--- src/rtl/spi_master_ss.sv ---
// SPI master with slave-select generation; mode, width and timing fixed by parameters.
// Optional receive path is built only when SPI_MASTER_SS_READ_EN is defined.
module spi_master_ss #(
    parameter int unsigned WID             = 24,
    parameter int unsigned POLARITY        = 0,
    parameter int unsigned PHASE           = 0,
    parameter int unsigned CYCLE_HALF_WAIT = 1,
    parameter int unsigned SS_WAIT         = 1
) (
    input  logic           clk,
    input  logic           rst,
    input  logic           arm,
    input  logic [WID-1:0] to_slave,
    output logic [WID-1:0] from_slave,
    output logic           ready_to_arm,
    output logic           finished,
    output logic           mosi,
    input  logic           miso,
    output logic           sck,
    output logic           ss_L
);

    localparam int unsigned HW = $clog2(CYCLE_HALF_WAIT + 1) + 1;
    localparam int unsigned SW = $clog2(SS_WAIT + 1) + 1;
    localparam int unsigned EW = $clog2(2 * WID) + 1;

    localparam logic          SCK_IDLE   = (POLARITY != 0);
    localparam logic          CPHA0      = (PHASE == 0);
    localparam logic [HW-1:0] HALF_LAST  = HW'(CYCLE_HALF_WAIT);
    localparam logic [SW-1:0] HOLD_LAST  = SW'(SS_WAIT);
    localparam logic [SW-1:0] SETUP_LAST = (SS_WAIT == 0) ? '0 : SW'(SS_WAIT - 1);
    localparam logic [EW-1:0] EDGE_LAST  = EW'(2 * WID - 1);

    typedef enum logic [2:0] {
        StIdle,
        StSetup,
        StShift,
        StHold,
        StDone
    } state_e;

    state_e         state_q, state_d;
    logic [SW-1:0]  cnt_q, cnt_d;
    logic [HW-1:0]  half_q, half_d;
    logic [EW-1:0]  edge_q, edge_d;
    logic [WID-1:0] tx_q, tx_d;
    logic           sck_q, sck_d;
    logic           ss_q, ss_d;
    logic           mosi_q, mosi_d;
    logic           fin_q, fin_d;
    logic           sample;
    logic           leading;

    // Even edge count means the next toggle leaves the idle level.
    assign leading = ~edge_q[0];

    always_comb begin
        state_d = state_q;
        cnt_d   = cnt_q;
        half_d  = half_q;
        edge_d  = edge_q;
        tx_d    = tx_q;
        sck_d   = sck_q;
        ss_d    = ss_q;
        mosi_d  = mosi_q;
        fin_d   = fin_q;
        sample  = 1'b0;

        unique case (state_q)
            StIdle: begin
                if (arm) begin
                    tx_d    = to_slave;
                    ss_d    = 1'b0;
                    cnt_d   = '0;
                    state_d = StSetup;
                    if (CPHA0) mosi_d = to_slave[WID-1];
                end
            end
            StSetup: begin
                if (cnt_q >= SETUP_LAST) begin
                    half_d  = '0;
                    edge_d  = '0;
                    state_d = StShift;
                end else begin
                    cnt_d = cnt_q + 1'b1;
                end
            end
            StShift: begin
                if (half_q == HALF_LAST) begin
                    half_d = '0;
                    sck_d  = ~sck_q;
                    edge_d = edge_q + 1'b1;
                    if (leading == CPHA0) begin
                        sample = 1'b1;
                    end else if (CPHA0) begin
                        // The final trailing edge follows the last sample; leave mosi alone.
                        if (edge_q != EDGE_LAST) begin
                            mosi_d = tx_q[WID-2];
                            tx_d   = tx_q << 1;
                        end
                    end else begin
                        mosi_d = tx_q[WID-1];
                        tx_d   = tx_q << 1;
                    end
                    if (edge_q == EDGE_LAST) begin
                        cnt_d   = '0;
                        state_d = StHold;
                    end
                end else begin
                    half_d = half_q + 1'b1;
                end
            end
            StHold: begin
                if (cnt_q == HOLD_LAST) begin
                    ss_d    = 1'b1;
                    fin_d   = 1'b1;
                    state_d = StDone;
                end else begin
                    cnt_d = cnt_q + 1'b1;
                end
            end
            StDone: begin
                if (!arm) begin
                    fin_d   = 1'b0;
                    state_d = StIdle;
                end
            end
            default: state_d = StIdle;
        endcase
    end

    always_ff @(posedge clk) begin
        if (rst) begin
            state_q <= StIdle;
            cnt_q   <= '0;
            half_q  <= '0;
            edge_q  <= '0;
            tx_q    <= '0;
            sck_q   <= SCK_IDLE;
            ss_q    <= 1'b1;
            mosi_q  <= 1'b0;
            fin_q   <= 1'b0;
        end else begin
            state_q <= state_d;
            cnt_q   <= cnt_d;
            half_q  <= half_d;
            edge_q  <= edge_d;
            tx_q    <= tx_d;
            sck_q   <= sck_d;
            ss_q    <= ss_d;
            mosi_q  <= mosi_d;
            fin_q   <= fin_d;
        end
    end

`ifdef SPI_MASTER_SS_READ_EN
    logic [WID-1:0] rx_q;

    always_ff @(posedge clk) begin
        if (rst) begin
            rx_q <= '0;
        end else if (sample) begin
            rx_q <= {rx_q[WID-2:0], miso};
        end
    end

    assign from_slave = rx_q;
`else
    logic unused_rx;
    assign unused_rx  = miso ^ sample;
    assign from_slave = '0;
`endif

    assign ready_to_arm = (state_q == StIdle);
    assign finished     = fin_q;
    assign mosi         = mosi_q;
    assign sck          = sck_q;
    assign ss_L         = ss_q;

endmodule

--- config.mk ---
export PLATFORM = sky130hd
export DESIGN_NAME = spi_master_ss
export DESIGN_NICKNAME = d
export VERILOG_FILES = /design/src/rtl/spi_master_ss.sv
export SDC_FILE = /design/constraint.sdc
export NUM_CORES = 1
export LEC_CHECK = 0
export ABC_AREA = 1
export CORE_MARGIN = 2
export CORE_UTILIZATION = 31
export CTS_CLUSTER_SIZE = 28
export DETAILED_ROUTE_END_ITERATION = 8
export GPL_TIMING_DRIVEN = 0
export PLACE_DENSITY = 0.64
export REMOVE_ABC_BUFFERS = 1
export SYNTH_ARGS = -nofsm -noshare
export SYNTH_HDL_FRONTEND = slang
export SYNTH_SLANG_ARGS = --single-unit
export TNS_END_PERCENT = 5
--- constraint.sdc ---
create_clock -name clk -period 4.7 [get_ports clk]
set_clock_uncertainty 0.2 [all_clocks]
set_input_delay 0.94 -clock clk [delete_from_list [all_inputs] [get_ports clk]]
set_output_delay 0.94 -clock clk [all_outputs]
set_load 0.02 [all_outputs]
==> impl_metrics.tcl, run 1 <==
set metrics [dict create \
    finalCritPeriodShare 0.603 \
    synthTopCellsByCount "nand2_1, dfxtp_1, inv_1, nor2_1, nand3_1" \
    worst-setup-path-type "in -> reg" \
    grt_pass1_vias 1840 \
    synth_edf_count 0 \
    finalMaxSlewViolations 0 \
    grt-ovfl-total 0 \
    globalplace.congestion 0.754 \
    worstPathMaxFanout 32 \
    design.final.nets 434 \
    detailedRoute.firstPassIterationCount 4 \
    start_kind "primary input" \
    yosys_warnings 0 \
    timing.hold.ws_ps 256 \
    design.die.area_sq_um 8440 \
    floorplan.core_area_sq_um 7610 \
    drt_wl_total_mm 4.69 \
    final.setup.tns_ps 0 \
    setup_repair_after_global_routing_missed_its_margin "false" \
    clkSlewWorstSetupHoldPaths_ps 80 \
    sequential_cell_area_sq_um 821 \
    max_clock_freq_mhz 353 \
    wl_per_cell_um 9.26 \
    design.portCount 57 \
    post-synth-top-count-cell "nand2_1" \
    routed_via_density 4.33 \
    initial_antenna_violation_count 0 \
    postSynth.topFlopCell "dfxtp_1" \
    grt_usage 0.114 \
    clock-sinks 41 \
    synth_cells 383 \
    timing.critical_path.cells "clkdlybuf4s50_1 -> inv_1 -> nand2_1 -> a21oi_1 -> o21a_1" \
    chipWidth_um 91.9 \
    report.final.hold_viol_count 0 \
    max_stage_delay_ps 790 \
    critPathCaptureType "flop" \
    cts_tree "done" \
    cp_top_family "buffers and inverters" \
    antenna_cells 0 \
    synth_register_bits 41 \
    top_layer "met4" \
    via_count 2191 \
    post_cts.resized_instances 0 \
    dp.final_hpwl_mm 3.13 \
    maxCapViolations 0 \
    synth.top_cells.by_area "dfxtp_1, nand2_1, buf_4" \
    grt_first_pass_wirelength_mm 8.07 \
    critical_path_buf_inv_count 2 \
    p_leak_nw 1.37 \
    postCtsSetupRepairBufs 0 \
    die_y_um 91.9 \
    power_mw 1.49 \
    cellPowerDensity_nw_per_um2 538 \
    cts-buffers-inserted 5 \
    hold_path_class "reg -> reg" \
    clock_tree.buffer_depth 2 \
    required_ps 4730 \
    detail_route.drc_violations 0 \
    syn-cell-area_sq_um 2390 \
    numPortBuffers 31 \
    outcome "completed" \
    final_setup_vio_count 0 \
    ir_drop_uv 190 \
    post_route_cells_drive_above_1_share 0.0421 \
    first_iter_violations 141 \
    finalWorstPathRequiredPeriod_ps 2830 \
    floorplan.initialDensity 0.315 \
    dr_wl_met3_um 282 \
    num_rows 32 \
    wl_met2_mm 2.18 \
    route.layer.met1.wl_mm 2.17 \
    relSlewSlack 0.322 \
    pre_cts_slack_ps 1510 \
    worstPathArrival_ps 2860 \
    holdBufCountCts 0 \
    grt_start_max_net_pins 49 \
    synth_largest_area_cell "dfxtp_1" \
    synth_top_area_share 0.343 \
    postRouteAntennaNets 0 \
    multi_input_gate_area_in_the_final_layout_sq_um 1220 \
    cts_root_buf "clkbuf_8" \
    synthToLayoutAreaGrowth_pct 15.6 \
    synth_seq_area_share 0.343 \
    syn_area_per_cell_sq_um 6.25 \
    crit_slowest_cell "inv_1" \
    synth_cell_type_count 28 \
    layout_setup_ws_ps 1870 \
    insertion_delay_ps 290 \
    postSynth.asyncResetShare 0 \
    max_slew.worst_pin.slew_ps 1020 \
    cts_htree_levels 2 \
    fill_cells 831 \
]
[state kept, by name, indices dropped and copies added, names as in the netlist]
name      flops
ss_L          1
sck           1
state_q       3
mosi          1
finished      1
cnt_q         2
half_q        2
tx_q         23
edge_q        7
[worst paths after layout]
check                                               to                    start  cells past startpoint  slack, ps
worst max-delay path            edge_q[4]$_SDFFE_PP0P_                      rst                      5       1870
worst min-delay path            half_q[1]$_SDFFE_PP0P_   half_q[1]$_SDFFE_PP0P_                      2        260
worst max register to register   tx_q[20]$_SDFFE_PP0P_  state_q[2]$_SDFFE_PP0P_                      8       2070
worst min register to register  half_q[1]$_SDFFE_PP0P_   half_q[1]$_SDFFE_PP0P_                      2        260
[per-layer routing]
layer | global-route usage | up-vias
met3 | 0.0296 | 4
met2 | 0.197 | 63
li1 | - | 1178
met1 | 0.142 | 946
met5 | 0 | -
met4 | 0.0299 | 0
[area by class of cell]
| type | instances | share of cell area |
|---|---|---|
| Multi-Input combinational cell | 279 | 0.442 |
| Clock inverter | 1 | 0.00271 |
| Timing Repair Buffer | 32 | 0.122 |
| Sequential cell | 41 | 0.297 |
| Inverter | 45 | 0.0610 |
| Clock buffer | 6 | 0.0298 |
| Tap cell | 102 | 0.0461 |
[report_power, final]
group | switching (mW) | internal [mW] | total [mW]
Clock | 0.119 | 0.116 | 0.235
Sequential | 0.0743 | 0.482 | 0.556
Combinational | 0.437 | 0.262 | 0.699
[worst reg2reg max path, stage by stage (launching register included)]
cell,delay (ps)
dfxtp_1,370
inv_2,110
nand2_1,100
nor2_4,530
nand2_1,630
buf_16,370
nand3_1,90
nand2_1,60
nor2_1,120
[per-stage QoR]
| step | cell area, sq um | instances | utilization |
|---|---|---|---|
| after global placement | 2650 | 498 | 0.348 |
| after detailed placement | 2680 | 499 | 0.352 |
| after floorplan | 2210 | 365 | - |
| after global routing | 2770 | 506 | 0.364 |
| final | 2770 | 506 | 0.364 |
| after CTS | 2770 | 506 | 0.364 |
[placed cells by master, fill, tap and decap left out]
master	Yosys	final
a211oi_1	1	1
a21oi_1	31	31
and3_1	1	1
buf_16	0	1
clkbuf_8	0	6
clkdlybuf4s50_1	0	31
clkinv_1	2	2
clkinvlp_4	0	1
conb_1	1	24
dfxtp_1	41	41
ha_1	2	2
inv_1	40	40
inv_2	3	3
nand2_1	123	123
nand2_2	2	2
nand3_1	36	36
nand3b_1	1	1
nand4_1	3	3
nor2_1	39	39
nor2_2	3	2
nor2_4	1	2
o211a_1	1	1
o211ai_1	1	1
o21a_1	1	1
o21ai_0	5	5
o21ai_1	1	1
o22ai_1	1	1
or2_1	1	1
xor2_1	1	1
[kinds of logic after synthesis]
kind of cell | synth area share
adder cells (fa/ha/maj) | 0.0104
other | 0.00157
buffers and inverters | 0.185
AND/OR/NAND/NOR | 0.363
AO/OA/AOI/OAI | 0.0935
flip-flops | 0.343
XOR/XNOR | 0.00366
No activity file was read; power rests on OpenSTA's default activity.
==> inputs of run 2 (changes only) <==
- PLACE_DENSITY: 0.64 -> 0.66
- clock period: 4.7 -> 2.4 ns (I/O delays scaled with it)
==> impl_metrics.tcl, run 2 (synthesized netlist as in run 1, its figures left out) <==
set metrics [dict create \
    outcome "completed" \
    critPathCaptureType "flop" \
    setup_repair_after_global_routing_missed_its_margin "true" \
    cp.depth 6 \
    via_count 2174 \
    clkSlewWorstSetupHoldPaths_ps 80 \
    antenna_cells 0 \
    worstPathMaxFanout 32 \
    final_setup_vio_count 0 \
    grt-ovfl-total 0 \
    floorplan.initialDensity 0.315 \
    cts_htree_levels 2 \
    critical_path_buf_inv_count 3 \
    max_slew.worst_pin.slew_ps 935 \
    power_mw 3.02 \
    routed_via_density 4.29 \
    hold_path_class "reg -> reg" \
    dp.final_hpwl_mm 3.18 \
    first_iter_violations 96 \
    pre_cts_slack_ps -293 \
    multi_input_gate_area_in_the_final_layout_sq_um 1230 \
    wl_per_cell_um 9.43 \
    cts_tree "done" \
    grt_start_max_net_pins 49 \
    biggestRegsByFlops "tx_q (23), edge_q (7), state_q (3)" \
    layout_setup_ws_ps 104 \
    postCtsSetupRepairBufs 0 \
    largest_register_ffs 23 \
    die_y_um 91.9 \
    max_flop_register "tx_q" \
    timing.critical_path.cells "clkdlybuf4s50_1 -> clkinvlp_4 -> nand2_1 -> inv_1 -> o21ai_0 -> nor2_1" \
    finalCritPeriodShare 0.957 \
    required_ps 2380 \
    finalMaxSlewViolations 0 \
    num_rows 32 \
    finalWorstPathRequiredPeriod_ps 2300 \
    detailedRoute.firstPassIterationCount 4 \
    worstPathArrival_ps 2280 \
    floorplan.core_area_sq_um 7610 \
    design.final.nets 435 \
    globalplace.congestion 0.796 \
    worst-setup-path-type "in -> reg" \
    design.portCount 57 \
    worst_case_reg_to_reg_path_depth 7 \
    most_common_cell_after_layout_fill_and_taps_aside "nand2_1" \
    relSlewSlack 0.375 \
    drt_wl_total_mm 4.78 \
    max_clock_freq_mhz 436 \
    grt_usage 0.111 \
    chipWidth_um 91.9 \
    sequential_cell_area_sq_um 821 \
    clock_tree.buffer_depth 2 \
    layout_common_cells "nand2_1, dfxtp_1, inv_1, nor2_1, nand3_1" \
    grt_pass1_vias 1920 \
    crit_slowest_cell "clkdlybuf4s50_1" \
    design.die.area_sq_um 8440 \
    worst-r2r-setup-slack_ps 180 \
    finalCoreUtilization 0.368 \
    timing.critical_path.to "edge_q[2]$_SDFFE_PP0P_" \
    clock-sinks 41 \
    critical_path.startpoint "rst" \
    initial_antenna_violation_count 0 \
    timing.hold.ws_ps 248 \
    cellPowerDensity_nw_per_um2 1080 \
    grt_first_pass_wirelength_mm 7.96 \
    postRouteAntennaNets 0 \
    worst_hold_path.num_cells 2 \
    detail_route.drc_violations 0 \
    numPortBuffers 31 \
    start_kind "primary input" \
    worstReg2RegEnd "tx_q[3]$_SDFFE_PP0P_" \
    maxCapViolations 0 \
    synthToLayoutAreaGrowth_pct 16.8 \
    post_route_cells_drive_above_1_share 0.0494 \
    p_leak_nw 1.38 \
    cts_root_buf "clkbuf_8" \
    insertion_delay_ps 290 \
    max_stage_delay_ps 640 \
    fill_cells 826 \
    cts-buffers-inserted 5 \
    cp_top_family "buffers and inverters" \
    report.final.hold_viol_count 0 \
    worstReg2RegStart "state_q[0]$_SDFFE_PP0P_" \
    ir_drop_uv 343 \
]
## run 2: stage by stage
step / setup TNS, ps / cell area (sq um) / instances
5_1_grt: -1280 / 2800 / 507
3_3_place_gp: -18170 / 2650 / 498
3_5_place_dp: -6240 / 2680 / 499
2_1_floorplan: 0 / 2210 / 365
6_report: 0 / 2800 / 507
4_1_cts: 0 / 2780 / 506
## run 2: worst min-delay path, stage by stage, from the launching register on
cell and delay [ps]:
dfxtp_1 300, inv_1 60, a211oi_1 50
## run 2: routing by layer
| metal | GRT usage | up-vias | wire [um] |
|---|---|---|---|
| met1 | 0.141 | 935 | 2250 |
| met3 | 0.0271 | 4 | 229 |
| li1 | - | 1183 | - |
| met5 | 0 | - | 0 |
| met4 | 0.0261 | 0 | 30 |
| met2 | 0.191 | 52 | 2270 |
## run 2: layout make-up
| type | instances | area share |
|---|---|---|
| multi-input combinational | 280 | 0.440 |
| sequential | 41 | 0.294 |
| timing repair buffer | 32 | 0.122 |
| inverter | 45 | 0.0617 |
| tap | 102 | 0.0456 |
| clock buffer | 5 | 0.0246 |
| clock inverter | 2 | 0.0125 |
## run 2: repair_timing
action / CTS / global route
gates resized for setup: 1 / 2
endpoints found under the setup margin: 24 / 28
pin swaps: 0 / 1
cloned: 0 / 1
hold buffers: 0 / 0
## run 2: power by group
| group | leakage (nW) | switching, mW | internal [mW] |
|---|---|---|---|
| Combinational | 0.992 | 0.867 | 0.515 |
| Clock | 0.0540 | 0.235 | 0.302 |
| Sequential | 0.337 | 0.155 | 0.944 |
## run 2: worst min-delay path by stage
stage	startpoint	endpoint
after floorplan	half_q[1]$_SDFFE_PP0P_	half_q[1]$_SDFFE_PP0P_
after global placement	half_q[1]$_SDFFE_PP0P_	half_q[1]$_SDFFE_PP0P_
after detailed placement	half_q[1]$_SDFFE_PP0P_	half_q[1]$_SDFFE_PP0P_
after CTS	half_q[1]$_SDFFE_PP0P_	half_q[1]$_SDFFE_PP0P_
after global routing	half_q[1]$_SDFFE_PP0P_	half_q[1]$_SDFFE_PP0P_
final	half_q[1]$_SDFFE_PP0P_	half_q[1]$_SDFFE_PP0P_
==> inputs of run 3 (changes only) <==
- CELL_PAD_IN_SITES_DETAIL_PLACEMENT: default -> 2
- CELL_PAD_IN_SITES_GLOBAL_PLACEMENT: default -> 2
- CORE_MARGIN: 2 -> 1.5
- CORE_UTILIZATION: 31 -> 23
- PLACE_DENSITY: 0.66 -> 0.85
==> impl_metrics.tcl, run 3 (synthesized netlist as in run 1, its figures left out) <==
set metrics [dict create \
    numPortBuffers 31 \
    worst-setup-path-type "in -> reg" \
    final_setup_vio_count 0 \
    post_route_cells_drive_above_1_share 0.0565 \
    clkSlewWorstSetupHoldPaths_ps 90 \
    critPathCaptureType "flop" \
    clock_tree.buffer_depth 2 \
    worstReg2RegStart "state_q[2]$_SDFFE_PP0P_" \
    finalCritPeriodShare 0.934 \
    most_common_cell_after_layout_fill_and_taps_aside "nand2_1" \
    cts_tree "done" \
    max_slew.worst_pin.slew_ps 740 \
    postRouteAntennaNets 0 \
    die_y_um 105 \
    detail_route.drc_violations 0 \
    maxCapViolations 0 \
    worstPathArrival_ps 2240 \
    globalplace.congestion 0.708 \
    report.final.hold_viol_count 0 \
    insertion_delay_ps 300 \
    cellPowerDensity_nw_per_um2 1150 \
    pre_cts_slack_ps -447 \
    num_rows 37 \
    relSlewSlack 0.504 \
    p_leak_nw 1.40 \
    start_kind "primary input" \
    outcome "completed" \
    grt-ovfl-total 0 \
    grt_first_pass_wirelength_mm 11.3 \
    wl_per_cell_um 13.0 \
    design.portCount 57 \
    worst_case_reg_to_reg_path_depth 7 \
    cts-buffers-inserted 5 \
    hold_path_class "reg -> reg" \
    worst_hold_path.num_cells 2 \
    detailedRoute.firstPassIterationCount 4 \
    design.final.nets 436 \
    layout_common_cells "nand2_1, dfxtp_1, inv_1, nor2_1, nand3_1" \
    routed_via_density 4.32 \
    worstReg2RegEnd "tx_q[11]$_SDFFE_PP0P_" \
    antenna_cells 0 \
    cts_root_buf "clkbuf_8" \
    grt_pass1_vias 2457 \
    chipWidth_um 105 \
    floorplan.initialDensity 0.234 \
    initial_antenna_violation_count 0 \
    synthToLayoutAreaGrowth_pct 19.4 \
    grt_start_max_net_pins 49 \
    timing.hold.ws_ps 267 \
    postCtsSetupRepairBufs 0 \
    worstPathMaxFanout 16 \
    first_iter_violations 37 \
    drt_wl_total_mm 7.06 \
    grt_usage 0.126 \
    layout_setup_ws_ps 159 \
    cts_htree_levels 2 \
    worst-r2r-setup-slack_ps 190 \
    dp.final_hpwl_mm 4.67 \
    finalCoreUtilization 0.280 \
    floorplan.core_area_sq_um 10200 \
    finalMaxSlewViolations 0 \
    hold_path_sink "half_q[1]$_SDFFE_PP0P_" \
    clock-sinks 41 \
    max_clock_freq_mhz 446 \
    finalWorstPathRequiredPeriod_ps 2240 \
    biggestRegsByFlops "tx_q (23), edge_q (7), state_q (3)" \
    hold_path_startpoint "half_q[1]$_SDFFE_PP0P_" \
    ir_drop_uv 389 \
    design.die.area_sq_um 11000 \
    fill_cells 1269 \
    max_flop_register "tx_q" \
    required_ps 2390 \
    largest_register_ffs 23 \
    via_count 2346 \
]
==> run 3: worst max path at each step <==
stage                             endpoint  cells after the start                     from  slack, ps
finish               cnt_q[1]$_SDFFE_PP0P_                      4                      rst        160
global route         tx_q[14]$_SDFFE_PP0P_                      7  state_q[2]$_SDFFE_PP0P_         -7
CTS                  tx_q[11]$_SDFFE_PP0P_                      7  state_q[2]$_SDFFE_PP0P_        -20
detailed placement  edge_q[2]$_SDFFE_PP0P_                      6                      rst       -450
global placement     tx_q[10]$_SDFFE_PP0P_                      7                      arm       -820
floorplan                mosi$_SDFFE_PP0P_                      6  state_q[2]$_SDFFE_PP0P_        150
==> run 3: cell type report <==
type,instances,area (sq um),area share
timing repair buffer,32,333,0.116
sequential,41,821,0.287
tap,136,170,0.0595
timing repair inverter,1,5.00,0.00175
multi-input combinational,280,1240,0.433
inverter,45,173,0.0604
clock buffer,6,82.6,0.0289
clock inverter,2,37.5,0.0131
==> run 3: what timing repair did <==
item                                    4_1_cts  5_1_grt
endpoints found under the setup margin       28       32
hold buffers                                  0        0
pin swaps                                     0        1
resized for setup                             2        2
cloned                                        0        2
endpoints found under the hold margin         0        0
==> run 3: per-stage QoR <==
stage	area (sq um)	instances	power (mW)	setup TNS, ps
floorplan	2210	365	2.15	0
global placement	2690	532	2.48	-20940
detailed placement	2720	533	2.67	-8680
CTS	2840	541	3.31	-50.0
global route	2860	543	3.59	-7.47
finish	2860	543	3.28	0
==> run 3: where the power goes <==
group	leakage, nW	switching [mW]	internal [mW]
combinational	1.00	1.01	0.556
clock	0.0574	0.259	0.339
sequential	0.337	0.170	0.944
total	1.40	1.44	1.84
==> run 3: critical path: stages <==
cell and delay (ps):
clkdlybuf4s50_1 690, clkinvlp_2 720, nand2_1 290, nor2_1 60
==> run 3: per-layer routing <==
| metal | share of wire | wire [um] | GRT usage | vias to the layer above |
|---|---|---|---|---|
| met2 | 0.54 | 3800 | 0.247 | 37 |
| li1 | - | - | - | 1183 |
| met3 | 0.024 | 166 | 0.0212 | 5 |
| met4 | 0.011 | 76 | 0.0382 | 0 |
| met5 | 0 | 0 | 0 | - |
| met1 | 0.43 | 3020 | 0.134 | 1121 |
